--- config.mk ---
export PLATFORM = sky130hd
export DESIGN_NAME = sram_burst_packer_flat
export DESIGN_NICKNAME = d
export VERILOG_FILES = /design/src/rtl/sram_pkg.sv /design/src/rtl/sram_burst_packer_if.sv /design/src/rtl/sram_burst_packer.sv /design/src/flat_wrapper.sv
export SDC_FILE = /design/constraint.sdc
export NUM_CORES = 1
export LEC_CHECK = 0
export ABC_AREA = 1
export BUFFER_PORTS_ARGS = -buffer_cell sky130_fd_sc_hd__buf_2
export CAP_MARGIN = 0
export CORE_ASPECT_RATIO = 2
export CORE_UTILIZATION = 47
export DETAILED_ROUTE_END_ITERATION = 6
export PLACE_DENSITY = 0.86
export SLEW_MARGIN = 20
export SYNTH_ARGS = -nofsm -noshare
export SYNTH_HDL_FRONTEND = slang
export SYNTH_SLANG_ARGS = --single-unit
--- constraint.sdc ---
create_clock -name clk -period 2.3 [get_ports clk]
set_input_delay 0.46 -clock clk [delete_from_list [all_inputs] [get_ports clk]]
set_output_delay 0.46 -clock clk [all_outputs]
set_load 0.01 [all_outputs]
--- src/rtl/sram_pkg.sv ---
// ============================================================================
// Module      : sram_pkg
// Description : Shared widths, limits and FSM state encoding for the SRAM
//               burst packer.
// Revision    : 1.0 - initial release
// ============================================================================
`default_nettype none

package sram_pkg;

    localparam int ADDR_W         = 8;
    localparam int WORD_W         = 16;
    localparam int BURST_MAX      = 8;
    localparam int TIMEOUT_CYCLES = 255;

    // Derived widths: burst_len holds words-1, the word counter must reach 8.
    localparam int LEN_W   = $clog2(BURST_MAX);
    localparam int CNT_W   = LEN_W + 1;
    localparam int BURST_W = WORD_W * BURST_MAX;

    typedef enum logic [1:0] {
        ST_IDLE    = 2'd0,
        ST_COLLECT = 2'd1,
        ST_REQ     = 2'd2
    } state_t;

endpackage : sram_pkg

`default_nettype wire

--- src/rtl/sram_burst_packer_if.sv ---
// ============================================================================
// Module      : sram_burst_packer_if
// Description : Host beat stream, read return and SRAM controller request
//               bundle. The slave modport is the packer; the master modport is
//               the host/controller environment around it.
// Revision    : 1.0 - initial release
// ============================================================================
`default_nettype none

interface sram_burst_packer_if;
    import sram_pkg::*;

    // Host side
    logic                 in_valid;
    logic                 in_ready;
    logic                 in_rw;
    logic [ADDR_W-1:0]    in_addr;
    logic [WORD_W-1:0]    in_data;
    logic                 in_last;
    logic                 rd_valid;
    logic [WORD_W-1:0]    rd_data;

    // SRAM controller side
    logic                 req;
    logic                 rw;
    logic [ADDR_W-1:0]    addr;
    logic [WORD_W-1:0]    data_in;
    logic                 burst_en;
    logic [LEN_W-1:0]     burst_len;
    logic [BURST_W-1:0]   burst_data_in;
    logic                 ready;
    logic [WORD_W-1:0]    data_out;
    logic                 err;

    modport slave (
        input  in_valid, in_rw, in_addr, in_data, in_last, ready, data_out,
        output in_ready, rd_valid, rd_data, req, rw, addr, data_in,
               burst_en, burst_len, burst_data_in, err
    );

    modport master (
        output in_valid, in_rw, in_addr, in_data, in_last, ready, data_out,
        input  in_ready, rd_valid, rd_data, req, rw, addr, data_in,
               burst_en, burst_len, burst_data_in, err
    );

endinterface : sram_burst_packer_if

`default_nettype wire

--- src/rtl/sram_burst_packer.sv ---
// ============================================================================
// Module      : sram_burst_packer
// Description : Packs host write beats into single or burst SRAM controller
//               requests (up to 8 words), forwards reads one at a time and
//               returns read data as a one-cycle strobe.
//               Optional feature macro: SRAM_PACKER_TIMEOUT_EN adds an 8-bit
//               REQ watchdog that abandons a request and pulses err.
// Revision    : 1.0 - initial release
// ============================================================================
`default_nettype none

module sram_burst_packer
    import sram_pkg::*;
(
    input  wire logic           clk,
    input  wire logic           reset,
    sram_burst_packer_if.slave  bus
);

    state_t                 r_state;
    logic                   r_req;
    logic                   r_rw;
    logic [ADDR_W-1:0]      r_addr;
    logic [WORD_W-1:0]      r_data_in;
    logic                   r_burst_en;
    logic [LEN_W-1:0]       r_burst_len;
    logic [BURST_W-1:0]     r_burst_data;
    logic                   r_rd_valid;
    logic [WORD_W-1:0]      r_rd_data;
    logic [CNT_W-1:0]       r_count;

    state_t                 w_state_nxt;
    logic                   w_req_nxt;
    logic                   w_rw_nxt;
    logic [ADDR_W-1:0]      w_addr_nxt;
    logic [WORD_W-1:0]      w_data_in_nxt;
    logic                   w_burst_en_nxt;
    logic [LEN_W-1:0]       w_burst_len_nxt;
    logic [BURST_W-1:0]     w_burst_data_nxt;
    logic                   w_rd_valid_nxt;
    logic [WORD_W-1:0]      w_rd_data_nxt;
    logic [CNT_W-1:0]       w_count_nxt;
    logic                   w_timeout;

    // Host may push beats while idle, or more writes while a burst is open.
    assign bus.in_ready = (r_state == ST_IDLE) ||
                          ((r_state == ST_COLLECT) && !bus.in_rw);

    assign bus.req           = r_req;
    assign bus.rw            = r_rw;
    assign bus.addr          = r_addr;
    assign bus.data_in       = r_data_in;
    assign bus.burst_en      = r_burst_en;
    assign bus.burst_len     = r_burst_len;
    assign bus.burst_data_in = r_burst_data;
    assign bus.rd_valid      = r_rd_valid;
    assign bus.rd_data       = r_rd_data;

`ifdef SRAM_PACKER_TIMEOUT_EN
    localparam logic [7:0] c_TIMER_LAST = 8'(TIMEOUT_CYCLES - 1);

    logic [7:0] r_timer;
    logic       r_err;

    // Fires in the last allowed REQ cycle if the controller still has not answered.
    assign w_timeout = (r_state == ST_REQ) && !bus.ready && (r_timer == c_TIMER_LAST);
    assign bus.err   = r_err;

    // Count consecutive REQ cycles; cleared whenever the request ends.
    always_ff @(posedge clk or negedge reset) begin
        if (!reset) begin
            r_timer <= '0;
            r_err   <= 1'b0;
        end else begin
            r_err <= w_timeout;
            if ((r_state == ST_REQ) && !w_timeout) begin
                r_timer <= r_timer + 8'd1;
            end else begin
                r_timer <= '0;
            end
        end
    end
`else
    assign w_timeout = 1'b0;
    assign bus.err   = 1'b0;
`endif

    // Next-state and next-output decode; every field holds unless changed below.
    always_comb begin
        w_state_nxt      = r_state;
        w_req_nxt        = r_req;
        w_rw_nxt         = r_rw;
        w_addr_nxt       = r_addr;
        w_data_in_nxt    = r_data_in;
        w_burst_en_nxt   = r_burst_en;
        w_burst_len_nxt  = r_burst_len;
        w_burst_data_nxt = r_burst_data;
        w_rd_valid_nxt   = 1'b0;
        w_rd_data_nxt    = r_rd_data;
        w_count_nxt      = r_count;

        case (r_state)
            ST_IDLE: begin
                if (bus.in_valid) begin
                    w_addr_nxt       = bus.in_addr;
                    w_rw_nxt         = bus.in_rw;
                    w_burst_en_nxt   = 1'b0;
                    w_burst_len_nxt  = '0;
                    w_burst_data_nxt = '0;
                    if (bus.in_rw) begin
                        w_count_nxt = '0;
                        w_state_nxt = ST_REQ;
                        w_req_nxt   = 1'b1;
                    end else begin
                        // Word 0 goes to both the single-word and lane-0 slots.
                        w_data_in_nxt                 = bus.in_data;
                        w_burst_data_nxt[WORD_W-1:0]  = bus.in_data;
                        w_count_nxt                   = CNT_W'(1);
                        if (bus.in_last) begin
                            w_state_nxt = ST_REQ;
                            w_req_nxt   = 1'b1;
                        end else begin
                            w_state_nxt = ST_COLLECT;
                        end
                    end
                end
            end

            ST_COLLECT: begin
                if (bus.in_valid && bus.in_rw) begin
                    // A waiting read flushes whatever has been gathered so far.
                    w_burst_en_nxt  = (r_count >= CNT_W'(2));
                    w_burst_len_nxt = LEN_W'(r_count - CNT_W'(1));
                    w_state_nxt     = ST_REQ;
                    w_req_nxt       = 1'b1;
                end else if (bus.in_valid) begin
                    w_burst_data_nxt[r_count[LEN_W-1:0]*WORD_W +: WORD_W] = bus.in_data;
                    w_count_nxt = r_count + CNT_W'(1);
                    if (bus.in_last || (r_count == CNT_W'(BURST_MAX - 1))) begin
                        w_burst_en_nxt  = 1'b1;
                        w_burst_len_nxt = LEN_W'(r_count);
                        w_state_nxt     = ST_REQ;
                        w_req_nxt       = 1'b1;
                    end
                end
            end

            ST_REQ: begin
                if (bus.ready) begin
                    w_req_nxt   = 1'b0;
                    w_count_nxt = '0;
                    w_state_nxt = ST_IDLE;
                    if (r_rw) begin
                        w_rd_valid_nxt = 1'b1;
                        w_rd_data_nxt  = bus.data_out;
                    end
                end else if (w_timeout) begin
                    w_req_nxt   = 1'b0;
                    w_count_nxt = '0;
                    w_state_nxt = ST_IDLE;
                end
            end

            default: begin
                w_state_nxt = ST_IDLE;
                w_req_nxt   = 1'b0;
            end
        endcase
    end

    // State and all registered outputs; reset drops any partial or pending request.
    always_ff @(posedge clk or negedge reset) begin
        if (!reset) begin
            r_state      <= ST_IDLE;
            r_req        <= 1'b0;
            r_rw         <= 1'b0;
            r_addr       <= '0;
            r_data_in    <= '0;
            r_burst_en   <= 1'b0;
            r_burst_len  <= '0;
            r_burst_data <= '0;
            r_rd_valid   <= 1'b0;
            r_rd_data    <= '0;
            r_count      <= '0;
        end else begin
            r_state      <= w_state_nxt;
            r_req        <= w_req_nxt;
            r_rw         <= w_rw_nxt;
            r_addr       <= w_addr_nxt;
            r_data_in    <= w_data_in_nxt;
            r_burst_en   <= w_burst_en_nxt;
            r_burst_len  <= w_burst_len_nxt;
            r_burst_data <= w_burst_data_nxt;
            r_rd_valid   <= w_rd_valid_nxt;
            r_rd_data    <= w_rd_data_nxt;
            r_count      <= w_count_nxt;
        end
    end

endmodule : sram_burst_packer

`default_nettype wire

--- src/flat_wrapper.sv ---
// flat-port wrapper written by rule: the top's interface ports become plain ports
module sram_burst_packer_flat import sram_pkg::*;
  (clk, reset, bus_in_valid, bus_in_rw, bus_in_addr, bus_in_data, bus_in_last, bus_ready, bus_data_out, bus_in_ready, bus_rd_valid, bus_rd_data, bus_req, bus_rw, bus_addr, bus_data_in, bus_burst_en, bus_burst_len, bus_burst_data_in, bus_err);
  sram_burst_packer_if bus_i ();
  input  wire logic clk;
  input  wire logic reset;
  input wire logic [$bits(bus_i.in_valid)-1:0] bus_in_valid;
  input wire logic [$bits(bus_i.in_rw)-1:0] bus_in_rw;
  input wire logic [$bits(bus_i.in_addr)-1:0] bus_in_addr;
  input wire logic [$bits(bus_i.in_data)-1:0] bus_in_data;
  input wire logic [$bits(bus_i.in_last)-1:0] bus_in_last;
  input wire logic [$bits(bus_i.ready)-1:0] bus_ready;
  input wire logic [$bits(bus_i.data_out)-1:0] bus_data_out;
  output wire logic [$bits(bus_i.in_ready)-1:0] bus_in_ready;
  output wire logic [$bits(bus_i.rd_valid)-1:0] bus_rd_valid;
  output wire logic [$bits(bus_i.rd_data)-1:0] bus_rd_data;
  output wire logic [$bits(bus_i.req)-1:0] bus_req;
  output wire logic [$bits(bus_i.rw)-1:0] bus_rw;
  output wire logic [$bits(bus_i.addr)-1:0] bus_addr;
  output wire logic [$bits(bus_i.data_in)-1:0] bus_data_in;
  output wire logic [$bits(bus_i.burst_en)-1:0] bus_burst_en;
  output wire logic [$bits(bus_i.burst_len)-1:0] bus_burst_len;
  output wire logic [$bits(bus_i.burst_data_in)-1:0] bus_burst_data_in;
  output wire logic [$bits(bus_i.err)-1:0] bus_err;
  assign bus_i.in_valid = bus_in_valid;
  assign bus_i.in_rw = bus_in_rw;
  assign bus_i.in_addr = bus_in_addr;
  assign bus_i.in_data = bus_in_data;
  assign bus_i.in_last = bus_in_last;
  assign bus_i.ready = bus_ready;
  assign bus_i.data_out = bus_data_out;
  assign bus_in_ready = bus_i.in_ready;
  assign bus_rd_valid = bus_i.rd_valid;
  assign bus_rd_data = bus_i.rd_data;
  assign bus_req = bus_i.req;
  assign bus_rw = bus_i.rw;
  assign bus_addr = bus_i.addr;
  assign bus_data_in = bus_i.data_in;
  assign bus_burst_en = bus_i.burst_en;
  assign bus_burst_len = bus_i.burst_len;
  assign bus_burst_data_in = bus_i.burst_data_in;
  assign bus_err = bus_i.err;
  sram_burst_packer u_core (.clk(clk), .reset(reset), .bus(bus_i));
endmodule
== Word-level counts from Yosys, hierarchy flattened ==
Cells that the tools add are included.

* Register bits after elaboration: 181
* Input port bits: 46

* Add/subtract/negate cells: 3
* Order comparisons: 1
* Equal/unequal tests: 10
* Shifts and indexed selects: 2
* Muxes and demuxes: 39
* Bitwise operators: 1
* Reductions and logical operators: 16

{| class="wikitable"
|+ Operators by type and width
! kind !! number
|-
| 2-to-1 mux 128 bit || 3
|-
| case mux 128 bit (2 select lines) || 1
|-
| bitwise mux 128 bit || 1
|-
| variable shift 16 x 34 -> 128 bit (first input constant) || 1
|-
| indexed part select 16 x 34 -> 128 bit || 1
|-
| negation 7 -> 34 bit || 1
|-
| 2-to-1 mux 16 bit || 1
|-
| 2-to-1 mux 4 bit || 4
|-
| 2-to-1 mux 2 bit || 7
|-
| 2-to-1 mux 1 bit || 13
|-
| 2-to-1 mux 3 bit || 4
|-
| case mux 4 bit (3 select lines) || 1
|-
| AND reduction 4 bit || 3
|-
| AND reduction 5 bit || 2
|-
| != test 3 bit (second input constant) || 3
|-
| != test 2 bit (second input constant) || 4
|-
| case mux 2 bit (3 select lines) || 1
|-
| case mux 3 bit (2 select lines) || 1
|-
| AND reduction 3 bit || 2
|-
| adder 4 x 1 -> 4 bit (second input constant) || 1
|-
| equality test 4 x 3 -> 1 bit (second input constant) || 1
|-
| greater-or-equal comparator 4 x 2 -> 1 bit (second input constant) || 1
|-
| case mux 1 bit (3 select lines) || 1
|-
| nonzero test 3 bit || 1
|-
| 11 further kinds || 13
|}

== Longest topological paths before layout ==
* Depth in word-level cells: 6
* Gate-level depth with buffers: 13
* Gate-level depth less buffers: 9

== Worst setup path after synthesis ==
OpenSTA, ideal clock, no wires.

* Path type: register to register
* Start: reg u_core.r_count[0]
* End: reg u_core.r_burst_data[10], in the netlist u_core.bus.burst_data_in[10]
* Arrival time: 2463 ps
* Setup slack: -228 ps
* Cell stages (with the launch flop): 13
* Cells stage by stage: dfrtp_1 buf_2 inv_2 clkbuf_1 ha_1 ha_1 clkbuf_1 nor2_1 nand4_1 a21oi_2 clkbuf_1 nand3_1 nand2_1

* Word-level cells in the longest chain between the ends: 6

{| class="wikitable"
|+ Ends and longest elaborated chain
! what !! line !! RTL
|-
| start: declaration || sram_burst_packer.sv:30 || <nowiki>logic [CNT_W-1:0] r_count;</nowiki>
|-
| start signal: assignment || sram_burst_packer.sv:196 || <nowiki>r_count <= w_count_nxt;</nowiki>
|-
| negation 7 -> 34 bit (*) || sram_burst_packer.sv:137 || <nowiki>w_burst_data_nxt[r_count[LEN_W-1:0]*WORD_W +: WORD_W] = bus.in_data;</nowiki>
|-
| indexed part select 16 x 34 -> 128 bit / variable shift 16 x 34 -> 128 bit (equally long branches) || sram_burst_packer.sv:137 ||
|-
| bitwise mux 128 bit (*) || sram_burst_packer.sv:137 ||
|-
| 2-to-1 mux 128 bit (*) || sram_burst_packer.sv:136 || <nowiki>end else if (bus.in_valid) begin</nowiki>
|-
| 2-to-1 mux 128 bit (*) || sram_burst_packer.sv:130 || <nowiki>if (bus.in_valid && bus.in_rw) begin</nowiki>
|-
| case mux 128 bit (2 select lines) (*) || sram_burst_packer.sv:102 || <nowiki>case (r_state)</nowiki>
|-
| end signal: assignment || sram_burst_packer.sv:193 || <nowiki>r_burst_data <= w_burst_data_nxt;</nowiki>
|-
| end: declaration || sram_burst_packer.sv:27 || <nowiki>logic [BURST_W-1:0] r_burst_data;</nowiki>
|}

Every way passes the cells marked *; elsewhere a longest branch is shown, timed or not. The select of a mux whose other input is x is not followed.
A chain may end at the register's enable or synchronous reset.

== Final worst setup path ==
* Start: reg u_core.r_state[1]
* End: out bus_in_ready

* Word-level cells in the longest chain between the ends: 3

{| class="wikitable"
|+ Ends and longest elaborated chain
! what !! line !! RTL
|-
| start: declaration || sram_burst_packer.sv:20 || <nowiki>state_t r_state;</nowiki>
|-
| start signal: assignment || sram_burst_packer.sv:186 || <nowiki>r_state <= w_state_nxt;</nowiki>
|-
| equality test 2 x 1 -> 1 bit || sram_burst_packer.sv:47 || <nowiki>((r_state == ST_COLLECT) && !bus.in_rw);</nowiki>
|-
| logical AND 1 bit || sram_burst_packer.sv:47 ||
|-
| logical OR 1 bit (*) || sram_burst_packer.sv:46 || <nowiki>assign bus.in_ready = (r_state == ST_IDLE) ||</nowiki>
|-
| end: declaration || flat_wrapper.sv:14 || <nowiki>output wire logic [$bits(bus_i.in_ready)-1:0] bus_in_ready;</nowiki>
|}

Every way passes the cells marked *; elsewhere a longest branch is shown, timed or not.

==> results.cfg <==
[run_status]
run_status = complete, but fails checks
failed_checks = hold timing

[placement]
number_of_buffers_inserted_by_port_buffering = 221
globalplace.congestion = 0.9490
placed_cell_area_sq_um = 9259
dp_hpwl_microns = 17170

[min_path]
hp-class = input port to async pin

[synthesis]
ys_dominant_reg_cell = dfrtp_1
synth.avg_cell_area_sq_um = 8.746
synth.cells.most_frequent = nand2_1, dfrtp_1, nand3_1, inv_1, nor3_1
post_synth_instance_area_sq_um = 7722
async_reset_ff_share_pct = 100.0
yosysTopAreaCellShare_pct = 58.65
post_synth_main_area_contributors = dfrtp_1, nand2_1, nand3_1, nor3_1, o21ai_0
yosysWarningCount = 0
synth_top_area_cell = dfrtp_1
synth_edf_count = 0
post_syn_nets = 939
yosys_register_bits = 181
post_synth_inst_count = 883
yosysSeqAreaShare_pct = 58.65
synth.distinct_cells = 31
synth.most_common_cell = nand2_1

[floorplan]
initial_utilization_pct = 47.71
fp-row-count = 66
die-area_sq_um = 16980
num_io_pins = 223
core_sq_um = 16190
die_y_microns = 183.3
floorplan.die.width_microns = 92.64

[timing]
tightest_slew_ps = 805.4
report.final.setup_viol = 0
finalHoldWorstSlack_ps = -16.21
max-slew-margin-rel_pct = 46.25
post-route-min-period_ps = 2194
final_hold_viols = 21
min_period_over_period_pct = 95.40
max_freq_mhz = 455.8
fin_worst_skew_ps = 9.854
final_max_slew_violation_count = 0

[grt]
grt_busiest_layer = met2
global_route.overflow_total = 0
grt_first_pass_wirelength_microns = 36630
via_count_of_the_first_global_routing_pass = 7115
groute.layer.met2.usage_pct = 47.41
maximum_number_of_pins_on_one_net_before_global_route_repair = 60
grt_util_met1_pct = 32.68
groute.usage.overall_pct = 28.49
grt_use_met3_pct = 5.141
antenna_violations_before_repair = 0

[critical_path]
critical_path_peak_fanout = 16
ff2ff_path_depth = 9
path_class = flip-flop to output port
cp-end-kind = output port
worst_ep_required_time_ps = 1840
cp.arrival_ps = 1730
rr_endpoint = u_core.bus.burst_data_in[56]
worst-r2r-setup-slack_ps = 160
list_of_cells_traversed_by_the_critical_path = inv_1 -> ha_4 -> buf_8 -> clkinvlp_4 -> o21ai_0 -> buf_2
critical-path-max-stage-delay_ps = 410
worst_setup_sp_type = flip-flop
crit_path_top_delay_cell = dfrtp_1
reg_to_reg_start = u_core.r_state[0]

[routing]
drt_iter0_drc = 607
num_vias = 7271
drt_pass1_iterations = 5
post_detailed_route_via_to_cell_ratio = 5.414
post_drt_wl_per_cell_microns = 17.52
postRouteWirelength_microns = 23530
route.detailed.drc = 0
antenna_violating_nets_left = 0

[power_and_ir_drop]
sw_frac_of_total_pct = 38.91
power.leakage_nw = 5.816
total_switching_power_mw = 4.272
cellInternalPower_mw = 6.707
fraction_of_power_consumed_by_sequential_logic_pct = 36.5
clkPwrFrac_pct = 26.6
power_density_nw_per_um2 = 1106
p_comb_share_pct = 36.9
ir_worst_vdd_uv = 865.6

[flow_run]
timing.max_cap.violations = 0

[finish]
antenna_cells_inserted = 0
drive_gt1_share_pct = 29.15
finalInstanceArea_sq_um = 9927
areaGrowthSynthToFinish_pct = 28.55
nets = 1183

[clock_network]
tritoncts.num_buffers = 17
cts_root_buffer = clkbuf_16
clock_sink_count = 181
tritoncts = yes
clock_latency_ps = 430
h-tree-depth = 4
clk_pin_slew_ps = 70
post_cts_hold_buffer_count = 0
cts_max_path_buffers = 2
area by class of cell:
| type | instances | area, sq um |
|---|---|---|
| well taps | 204 | 255.2 |
| fillers | 1395 | 6259 |
| clock buffers | 19 | 442.9 |
| clock inverters | 12 | 143.9 |
| repair buffers | 270 | 1516 |
| multi-input cells | 614 | 2873 |
| flip-flops and latches | 181 | 4531 |
| inverters | 43 | 165.2 |
cells in the final DEF (no fill, tap or decap), types with 2 or more instances in the layout:
master      count
nand2_1       346
buf_2         220
dfrtp_1       180
nand3_1       124
buf_4          45
inv_1          38
nor3_1         31
o21ai_0        30
nor2_1         18
clkbuf_16      17
nand4_1        12
ha_1            9
mux2_2          8
o21ai_1         5
a21oi_1         5
nor2_2          4
inv_2           3
clkinvlp_4      3
o21bai_1        3
nand2_4         3
nor2_4          3
clkinv_4        3
inv_6           3
o21ai_2         2
o21ai_4         2
bufinv_16       2
buf_6           2
buf_12          2
logic make-up (layout without fill, tap and decap cells):
logic type / Yosys count / after routing / synth area share, %
adder cells (fa/ha/maj): 10 / 10 / 1.620
other: 1 / 1 / 0.04856
multiplexers: 8 / 8 / 1.167
flip-flops: 181 / 181 / 58.65
AND/OR/NAND/NOR: 545 / 545 / 29.89
buffers and inverters: 88 / 344 / 4.958
AO/OA/AOI/OAI: 49 / 49 / 3.548
XOR/XNOR: 1 / 1 / 0.1134
worst max path at each step:
stage                                    to  slack (ps)  cells after the start         startpoint
5_1_grt        u_core.bus.burst_data_in[71]         -10                      8  u_core.r_count[1]
3_5_place_dp    u_core.bus.burst_data_in[9]          60                      9  u_core.r_count[1]
3_3_place_gp    u_core.bus.burst_data_in[5]         180                      9  u_core.r_count[1]
2_1_floorplan  u_core.bus.burst_data_in[32]         0.4                     13  u_core.r_count[0]
4_1_cts                        bus_in_ready           2                      6  u_core.r_state[1]
6_report                       bus_in_ready         110                      6  u_core.r_state[1]
metrics by stage:
| stage | utilization, % | worst slack, ps | power [mW] | setup TNS (ps) | instances |
|---|---|---|---|---|---|
| floorplan | - | 0.3588 | 6.363 | 0 | 883 |
| global placement | 57.20 | 175.1 | 7.808 | 0 | 1309 |
| detailed placement | 57.20 | 58.36 | 7.910 | 0 | 1309 |
| CTS | 60.92 | 1.843 | 10.86 | 0 | 1341 |
| global route | 61.33 | -13.29 | 11.56 | -29.28 | 1343 |
| finish | 61.33 | 105.9 | 10.98 | 0 | 1343 |
worst max-delay path, delay by kind of cell, from the launching register on:
| kind | cells | cell delay, ps |
|---|---|---|
| flops | 1 | 410 |
| buf+inv | 4 | 550 |
| fa+ha+maj | 1 | 170 |
| compound gates | 1 | 170 |
repair_timing:
item	4_1_cts	5_1_grt
endpoints found under the setup margin	1	91
cloned	0	0
resized for setup	2	11
pin swaps	0	2
setup buffers	1	2
sequential cells by signal, indices dropped and copies added, names as in the netlist:
register                  count
u_core.bus.data_in           16
u_core.r_state                2
u_core.bus.burst_len          3
u_core.bus.burst_en           1
u_core.bus.req                1
u_core.r_count                4
u_core.bus.burst_data_in    128
u_core.bus.rw                 1
u_core.bus.rd_valid           1
u_core.bus.addr               8
u_core.bus.rd_data           16
power groups by stage:
stage          logic [mW]  registers [mW]  clock network [mW]
2_1_floorplan        2.11            4.26                   0
3_3_place_gp         3.78            4.02                   0
3_5_place_dp         3.87            4.04                   0
4_1_cts              3.91            4.00                2.95
5_1_grt              4.42            4.06                3.08
6_report             4.05            4.01                2.92
metal layers:
layer | routed length (microns) | share of wire (%)
met1 | 8294 | 35
met2 | 11890 | 51
met3 | 1552 | 6.6
met4 | 1792 | 7.6
met5 | 0 | 0
No activity file was read; power rests on OpenSTA's default activity.
